$ cat config.mk
export PLATFORM = sky130hd
export DESIGN_NAME = subscript_gen
export DESIGN_NICKNAME = d
export VERILOG_FILES = /design/src/rtl/subscript_gen.sv
export SDC_FILE = /design/constraint.sdc
export NUM_CORES = 1
export LEC_CHECK = 0
export BUFFER_PORTS_ARGS = -buffer_cell sky130_fd_sc_hd__buf_2
export CAP_MARGIN = 20
export CORE_ASPECT_RATIO = 0.6
export CORE_MARGIN = 1
export CORE_UTILIZATION = 43
export CTS_CLUSTER_SIZE = 20
export DETAILED_ROUTE_END_ITERATION = 16
export HOLD_SLACK_MARGIN = 0.12
export PLACE_DENSITY = 0.61
export SLEW_MARGIN = 20
export SYNTH_ARGS = -nofsm -noshare
export SYNTH_HDL_FRONTEND = slang
export SYNTH_SLANG_ARGS = --single-unit
export TNS_END_PERCENT = 100
$ cat constraint.sdc
create_clock -name clk_i -period 6.55 [get_ports clk_i]
set_clock_uncertainty 0.1 [all_clocks]
set_input_delay 1.965 -clock clk_i [delete_from_list [all_inputs] [get_ports clk_i]]
set_output_delay 1.965 -clock clk_i [all_outputs]
set_load 0.02 [all_outputs]
$ cat src/rtl/subscript_gen.sv
// Two-level loop-nest subscript generator: emits (i0*stride0, i1*stride1)
// per accepted beat using incremental stride accumulation.
module subscript_gen #(
    parameter int NBIT_FLAT_ADDR = 16,
    parameter int NBIT_BOUND     = 8,
    parameter int N_SUBSCRIPTS   = 2
) (
    input  logic                                         clk_i,
    input  logic                                         rst_i,
    input  logic                                         start_i,
    input  logic                                         flush_i,
    input  logic [NBIT_BOUND-1:0]                        bound0_i,
    input  logic [NBIT_BOUND-1:0]                        bound1_i,
    input  logic [NBIT_FLAT_ADDR-1:0]                    stride0_i,
    input  logic [NBIT_FLAT_ADDR-1:0]                    stride1_i,
    output logic [N_SUBSCRIPTS-1:0][NBIT_FLAT_ADDR-1:0]  subscripts_o,
    output logic                                         valid_o,
    input  logic                                         ready_i,
    output logic                                         last_o,
    output logic                                         busy_o,
    output logic                                         done_o
);

    typedef enum logic {IDLE, RUN} state_t;

    localparam logic [NBIT_BOUND-1:0]     B_ONE = NBIT_BOUND'(1);
    localparam logic [NBIT_BOUND-1:0]     B_ZERO = '0;
    localparam logic [NBIT_FLAT_ADDR-1:0] A_ZERO = '0;

    state_t                    r_state;
    logic [NBIT_BOUND-1:0]     r_b0;
    logic [NBIT_BOUND-1:0]     r_b1;
    logic [NBIT_FLAT_ADDR-1:0] r_st0;
    logic [NBIT_FLAT_ADDR-1:0] r_st1;
    logic [NBIT_BOUND-1:0]     r_i0;
    logic [NBIT_BOUND-1:0]     r_i1;
    logic [NBIT_FLAT_ADDR-1:0] r_sub0;
    logic [NBIT_FLAT_ADDR-1:0] r_sub1;
    logic                      r_done;

    logic w_run;
    logic w_end0;
    logic w_end1;
    logic w_last;

    assign w_run  = (r_state == RUN);
    assign w_end0 = (r_i0 == r_b0 - B_ONE);
    assign w_end1 = (r_i1 == r_b1 - B_ONE);
    assign w_last = w_run & w_end0 & w_end1;

    // All outputs decode flops only; ready_i never reaches an output.
    assign subscripts_o[0] = r_sub0;
    assign subscripts_o[1] = r_sub1;
    assign valid_o         = w_run;
    assign busy_o          = w_run;
    assign last_o          = w_last;
    assign done_o          = r_done;

    always_ff @(posedge clk_i or posedge rst_i) begin
        if (rst_i) begin
            r_state <= IDLE;
            r_b0    <= B_ZERO;
            r_b1    <= B_ZERO;
            r_st0   <= A_ZERO;
            r_st1   <= A_ZERO;
            r_i0    <= B_ZERO;
            r_i1    <= B_ZERO;
            r_sub0  <= A_ZERO;
            r_sub1  <= A_ZERO;
            r_done  <= 1'b0;
        end else if (flush_i) begin
            r_state <= IDLE;
            r_i0    <= B_ZERO;
            r_i1    <= B_ZERO;
            r_sub0  <= A_ZERO;
            r_sub1  <= A_ZERO;
            r_done  <= 1'b0;
        end else begin
            r_done <= 1'b0;
            case (r_state)
                IDLE: begin
                    if (start_i) begin
                        r_b0   <= bound0_i;
                        r_b1   <= bound1_i;
                        r_st0  <= stride0_i;
                        r_st1  <= stride1_i;
                        r_i0   <= B_ZERO;
                        r_i1   <= B_ZERO;
                        r_sub0 <= A_ZERO;
                        r_sub1 <= A_ZERO;
                        // An empty iteration space completes without beats.
                        if (bound0_i != B_ZERO && bound1_i != B_ZERO)
                            r_state <= RUN;
                        else
                            r_done <= 1'b1;
                    end
                end
                RUN: begin
                    if (ready_i) begin
                        if (w_last) begin
                            r_state <= IDLE;
                            r_done  <= 1'b1;
                            r_i0    <= B_ZERO;
                            r_i1    <= B_ZERO;
                            r_sub0  <= A_ZERO;
                            r_sub1  <= A_ZERO;
                        end else if (!w_end0) begin
                            r_i0   <= r_i0 + B_ONE;
                            r_sub0 <= r_sub0 + r_st0;
                        end else begin
                            r_i0   <= B_ZERO;
                            r_sub0 <= A_ZERO;
                            r_i1   <= r_i1 + B_ONE;
                            r_sub1 <= r_sub1 + r_st1;
                        end
                    end
                end
                default: r_state <= IDLE;
            endcase
        end
    end

endmodule

# Yosys cells after proc, flatten, opt, wreduce, memory -nomap -nowiden
# Index checks and enable logic that the tools add are counted.
[totals] ff_bits=98 inputBits=53 out_inout_bits=36
[op_classes] n_addsub=6 n_eq_ne=5 n_mux=34 n_bitwise=4 n_reduce_logical=6
[ops] op="$mux 16" n=9
[ops] op="$mux 8" n=9
[ops] op="$pmux 16 s2" n=2
[ops] op="$add 16x16->16" n=2
[ops] op="$pmux 8 s2" n=2
[ops] op="$add 8x1->8 const B" n=2
[ops] op="$eq 8x8->1" n=2
[ops] op="$reduce_bool 8->1" n=2
[ops] op="$sub 8x1->8 const B" n=2
[ops] op="$mux 1" n=10
[ops] op="$ne 3x3->1 const B" n=2
[ops] op="$reduce_and 3->1" n=2
[ops] op="$ne 4x3->1 const B" n=1
[ops] op="$pmux 1 s2" n=2
[ops] op="$and 1x1->1" n=2
[ops] op="$not 1->1" n=2
[ops] op="$reduce_and 2->1" n=1
[ops] op="$logic_and 1x1->1" n=1

# Logic depth before layout (Yosys ltp)
# Gate-level depths: netlist (run 1).
[logic_depth] ltp_word=8 depth_mapped=11

# Worst setup path before layout (run 1)
# No wires, ideal clock.
[synth_path] kind="register -> output" from="register r_b0[0]" to="output port last_o" arrival_ps=2151 t_required_ps=4485 setup_slack_ps=2334 stages_incl_launch_ff=8 path_cell_list="dfrtp_1 inv_1 ha_1 or3b_1 or3_1 a21oi_2 o2111a_1 o2111a_1"
[synth_via] elab_chain_cells=4
[synth_rtl] element="from (decl)" line_no="31" rtl="logic [NBIT_BOUND-1:0] r_b0;"
[synth_rtl] element="from (signal assigned)" line_no="83" rtl="r_b0 <= bound0_i;"
[synth_rtl] element="$sub 8x1->8" line_no="47" rtl="assign w_end0 = (r_i0 == r_b0 - B_ONE);"
[synth_rtl] element="$eq 8x8->1" line_no="47"
[synth_rtl] element="$and 1x1->1 (2 in series)" line_no="49" rtl="assign w_last = w_run & w_end0 & w_end1;"
[synth_rtl] element="to (decl)" line_no="19" rtl="output logic last_o,"
# Every way passes these cells.

# Final worst setup path (run 1)
# Same ends and word-level chain as after synthesis.

==> impl_metrics.toml, run 1 <==
[synthesis]
synth_nets = 658
syn_avg_cell_area_um2 = 10.26
netlist_area_mm2 = 0.005838
synth_flop_cell = "dfrtp_1"
syn_inst = 569
synth.area.top_cells = "dfrtp_1, mux2_2, ha_1, xor2_1, o21ai_0"
synth_top_area_cell = "dfrtp_1"
synthArstFlopShare_pct = 100.0
synth_cell_types = 66
synth_top_area_share_pct = 42.01
ys_ff_latch = 98
ys_seq_area_share_pct = 42.01
synth_edf_count = 0
ys.warnings.count = 0

[setup_path]
start_kind = "flop"
crit_slowest_cell = "dfrtp_1"
crit_type = "flop to output port"
cp_num_cells = 8
worstPathArrival_ns = 2.78
cp_top_family = "simple AND/OR/NAND/NOR gates"
crit_chain = "inv_1 -> ha_1 -> or3b_1 -> or3_1 -> a21oi_2 -> o2111a_1 -> o2111a_1 -> buf_2"
max_stage_delay_ns = 0.43
required_ns = 4.49
reg2regPathDepth = 8
timing.rr.start = "r_sub1[0]"
crit_path_frequent_cell = "o2111a_1"
endpoint_kind = "output port"
cp_num_buf_inv = 2
startpoint = "r_b0[0]"
cp_max_fo = 5

[placement]
dp_slack_ns = 2.084
dpl.hpwl_mm = 10.00
portBuffers = 88
gp_congestion = 0.8404

[timing]
fmax_ghz = 0.2063
tightest_slew_ns = 0.8515
slew-limit-headroom_pct = 43.11
setup_ws_ns = 1.702
finalHoldViolations = 0
fin_crit_sh_pct = 74.01
fin_crit_ns = 4.848
fin_tns_setup_ns = 0
maxSlewViolCount = 0
setup_viol = 0
rsz0062_at_grt = "false"

[floorplanning]
coreArea_mm2 = 0.01305
die_area_mm2 = 0.01406
die_w_um = 152.4
start_util_pct = 44.73
io_pins = 89
dieHeight_um = 92.26
rows = 32

[clock_network]
path_clk_slew_ns = 0.06
cts_tree = "done"
cts_hold_buf = 0
numClockSinks = 98
cts_setup_buffers = 0
htreeDepth = 3
cts-resized-gates = 0
clk_latency_ns = 0.35
cts_buffer_depth = 2
cts_buffers = 9
cts_root_buf = "clkbuf_16"

[hold_path]
hold_start = "r_sub0[14]"
hp-class = "flop to flop"
whs_path_depth = 2

[layout]
fin_util_pct = 51.49
antenna_cells = 0
area_delta_synth_final_pct = 15.11
fin_nets = 740
drive_above_1_share_pct = 25.30

[drt]
first_pass_iters = 11
vias = 4613
drc = 6
routed_wl_mm = 13.71
first_iter_violations = 284
viasPerCell = 5.585
postRouteAntennaNets = 0
wire_per_inst_um = 16.60

[pwr]
leakagePower_nw = 3.130
pwr_density_cell_mw_per_mm2 = 323.1
peakVddDrop_v = 0.0001339

[run]
maxCapViolCount = 0

[global_routing]
antenna_found_initial = 0
grt_pass1_vias = 4314
grt_overflow = 0
track_usage_pct = 20.39
grt_max_degree = 62
grt_pass1_wl_mm = 22.53

[outcome]
violations = "design-rule violations"
status = "complete, but fails checks"
==> placed cells by master, fill, tap and decap left out, types with 17 or more instances in the layout <==
master / count
mux2_2: 44
o31ai_1: 17
xnor2_1: 19
dfrtp_1: 98
nand2_1: 54
a21oi_1: 19
o21ai_0: 43
ha_1: 34
xor2_1: 25
buf_2: 88
nor2_1: 22
==> sequential cells by signal (all words and copies together) (netlist names) <==
name / flops
done_o: 1
r_i1: 8
r_st1: 16
r_st0: 16
r_b1: 8
r_i0: 8
r_sub1: 16
r_sub0: 16
r_b0: 8
busy_o: 1
==> metal layers <==
metal / part of all wire (%) / global-route usage (%) / wire, µm / vias up
li1: - / - / - / 2268
met1: 55 / 32.68 / 7549 / 2223
met2: 40 / 27.57 / 5423 / 115
met3: 4.8 / 3.875 / 656 / 7
met4: 0.62 / 4.377 / 85 / 0
met5: 0 / 0 / 0 / -
==> cell type report <==
class	count	area [µm²]
tap	170	212.7
fill	1207	6332
timing repair buffer	92	470.5
multi-input combinational	436	3242
clock buffer	11	232.7
clock inverter	5	55.05
sequential	98	2452
inverter	14	55.05
==> where the power goes <==
part / leakage, nW / internal (mW) / total [mW] / switching [mW]
Combinational: 1.75 / 0.360 / 0.833 / 0.473
Clock: 0.136 / 0.295 / 0.525 / 0.230
Sequential: 1.25 / 0.712 / 0.814 / 0.102
Total: 3.13 / 1.37 / 2.17 / 0.804
==> worst paths after layout <==
check / end / slack (ns)
worst max-delay path: last_o / 1.70
worst min-delay path: r_sub0[14] / 0.41
worst max register to register: r_sub1[14] / 3.16
worst min register to register: r_sub0[14] / 0.41
max in group asynchronous: r_b1[0] / 3.67
min in group asynchronous: r_st0[1] / 1.67
==> worst min-delay path, stage by stage (launching register included) <==
cell	delay (ns)
dfrtp_1	0.37
nand2_1	0.05
o21ai_0	0.06
==> logic make-up (layout without fill, tap and decap cells) <==
family / after synthesis / count (layout) / share of synthesized area, %
AO/OA/AOI/OAI: 168 / 168 / 19.97
AND/OR/NAND/NOR: 144 / 144 / 12.28
buffers and inverters: 35 / 122 / 2.679
XOR/XNOR: 44 / 44 / 6.601
adder cells (fa/ha/maj): 36 / 36 / 7.973
multiplexers: 44 / 44 / 8.487
flip-flops: 98 / 98 / 42.01
==> through the flow <==
stage | instance area, µm² | power (mW) | std cells | hold slack, ns
floorplan | 5838 | 1.440 | 569 | 0.3849
global placement | 6432 | 1.629 | 810 | 0.3926
detailed placement | 6432 | 1.651 | 810 | 0.4025
CTS | 6720 | 2.188 | 826 | 0.4184
global route | 6720 | 2.325 | 826 | 0.4367
finish | 6720 | 2.171 | 826 | 0.4139
==> synth_stat cells (all sizes together), types with 3 or more instances <==
library cell / instances
nor3b: 3
a31oi: 7
a211oi: 8
a21oi: 20
inv: 14
or3: 4
a32o: 3
nor4: 8
o2111a: 3
nand2: 54
or2: 6
xor2: 25
or4: 4
dfrtp: 98
nor2b: 5
mux2: 44
xnor2: 19
and3: 7
nor3: 11
a22o: 6
o31ai: 17
a2111oi: 3
o21ai: 44
o21a: 8
a21o: 14
clkbuf: 11
nand2b: 4
buf: 10
o21bai: 8
o22ai: 3
nor2: 22
ha: 34
o211ai: 5
nand3: 9
Power figures use the tool's default switching activity.
==> run 2: changes to the inputs <==
--- a/config.mk
+++ b/config.mk
@@ -13,7 +13,7 @@
 export CTS_CLUSTER_SIZE = 20
 export DETAILED_ROUTE_END_ITERATION = 16
 export HOLD_SLACK_MARGIN = 0.12
-export PLACE_DENSITY = 0.61
+export PLACE_DENSITY = 0.64
 export SLEW_MARGIN = 20
 export SYNTH_ARGS = -nofsm -noshare
 export SYNTH_HDL_FRONTEND = slang
==> constraint.sdc (replaced) <==
create_clock -name clk_i -period 4.29 [get_ports clk_i]
set_clock_uncertainty 0.1 [all_clocks]
set_input_delay 1.287 -clock clk_i [delete_from_list [all_inputs] [get_ports clk_i]]
set_output_delay 1.287 -clock clk_i [all_outputs]
set_load 0.02 [all_outputs]
==> impl_metrics.toml, run 2 (synthesized netlist as in run 1, its figures left out) <==
[hold_path]
hp-class = "flop to flop"

[setup_path]
crit_type = "flop to output port"
cp_max_fo = 5
endpoint_kind = "output port"
start_kind = "flop"
worstPathArrival_ns = 2.76
required_ns = 2.90

[global_routing]
track_usage_pct = 21.48
antenna_found_initial = 0
grt_pass1_wl_mm = 23.80
grt_max_degree = 51
grt_overflow = 0
grt_pass1_vias = 4516

[timing]
tightest_slew_ns = 1.107
maxSlewViolCount = 0
slew-limit-headroom_pct = 25.92
setup_viol = 0
fin_tns_setup_ns = 0
fin_crit_sh_pct = 96.75
fmax_ghz = 0.2409
fin_crit_ns = 4.150
setup_ws_ns = 0.1396
finalHoldViolations = 0
rsz0062_at_grt = "false"

[placement]
dpl.hpwl_mm = 10.60
placed_cells = 813
gp_congestion = 0.9595
placed_cell_area_mm2 = 0.006467
dp_slack_ns = 0.5010
portBuffers = 88

[drt]
vias = 4678
first_pass_iters = 11
wire_per_inst_um = 17.26
routed_wl_mm = 14.31
postRouteAntennaNets = 0
first_iter_violations = 336
viasPerCell = 5.643
drc = 6

[pwr]
internal-power_mw = 2.172
combPwrFrac_pct = 38.1
pwr_density_cell_mw_per_mm2 = 504.7
pwr-share-clk_pct = 25.6
switchingPower_mw = 1.256
swShare_pct = 36.65
p_seq_share_pct = 36.3
leakagePower_nw = 3.161
peakVddDrop_v = 0.0002060

[outcome]
status = "complete, but fails checks"
violations = "design-rule violations"

[floorplanning]
die_w_um = 152.4
dieHeight_um = 92.26
io_pins = 89
die_area_mm2 = 0.01406
rows = 32
start_util_pct = 44.73
coreArea_mm2 = 0.01305

[clock_network]
numClockSinks = 98
cts_tree = "done"
cts_buffers = 9
cts_root_buf = "clkbuf_16"
cts_setup_buffers = 0
htreeDepth = 3
path_clk_slew_ns = 0.07
clk_latency_ns = 0.34
cts_buffer_depth = 2

[layout]
fin_area_mm2 = 0.006792
final_common_cell = "dfrtp_1"
antenna_cells = 0
drive_above_1_share_pct = 25.80
area_delta_synth_final_pct = 16.33
fin_nets = 743
layout.cells.non_filler = 829
layout_common_cells = "dfrtp_1, buf_2, nand2_1"

[run]
maxCapViolCount = 0
run 2: changes by cell type in the layout (fill, tap and decap cells not counted):
cell,delta
o21ai_0,-1
clkbuf_8,+1
clkinv_2,-2
ha_2,+1
o21ai_1,+1
buf_12,+1
ha_1,-1
bufinv_16,+1
buf_4,+2
run 2: per-layer routing:
metal | GRT usage [%] | share of wire [%] | up-vias
met5 | 0 | 0 | -
met2 | 30.84 | 41 | 115
met3 | 4.726 | 5.7 | 10
met4 | 4.040 | 0.69 | 0
li1 | - | - | 2276
met1 | 32.77 | 52 | 2277
run 2: worst max-delay path, cell delays in order (launching register included):
cell,delay [ns]
dfrtp_1,0.42
inv_1,0.09
ha_2,0.22
or3b_1,0.38
or3_1,0.39
a21oi_2,0.18
o2111a_1,0.27
o2111a_1,0.26
buf_2,0.21
run 2: layout make-up:
type	instances	area [µm²]
clock buffer	12	246.5
clock inverter	4	75.07
fill	1187	6261
inverter	14	55.05
multi-input combinational	436	3244
sequential	98	2452
tap	170	212.7
timing repair buffer	95	505.5
run 2: per-stage QoR:
| stage | util (%) | power [mW] | hold WS, ns |
|---|---|---|---|
| 2_1_floorplan | - | 2.199 | 0.3849 |
| 5_1_grt | 52.03 | 3.649 | 0.4369 |
| 3_3_place_gp | 49.55 | 2.495 | 0.3910 |
| 6_report | 52.03 | 3.428 | 0.4142 |
| 3_5_place_dp | 49.55 | 2.545 | 0.3986 |
| 4_1_cts | 52.01 | 3.439 | 0.4145 |
run 2: power groups by stage:
stage / Sequential, mW / Combinational (mW) / Clock, mW
floorplan: 1.30 / 0.898 / 0
global placement: 1.25 / 1.24 / 0
detailed placement: 1.26 / 1.28 / 0
CTS: 1.24 / 1.30 / 0.899
global route: 1.27 / 1.44 / 0.940
finish: 1.25 / 1.31 / 0.877
run 2: path summary, 6_finish.rpt:
kind	startpoint	end	slack, ns	cells after the start
worst max-delay path	r_b0[0]	last_o	0.14	8
worst min-delay path	r_sub0[12]	r_sub0[12]	0.41	2
worst max register to register	r_sub1[0]	r_sub1[14]	0.83	8
worst min register to register	r_sub0[12]	r_sub0[12]	0.41	2
max in group asynchronous	rst_i	r_sub1[0]	2.34	3
min in group asynchronous	rst_i	r_b0[7]	0.93	2
run 2: timing repair:
action / in CTS / in global routing
setup endpoints to repair: 0 / 1
hold buffers: 0 / 0
hold endpoints to repair: 0 / 0
gates resized for setup: 0 / 2
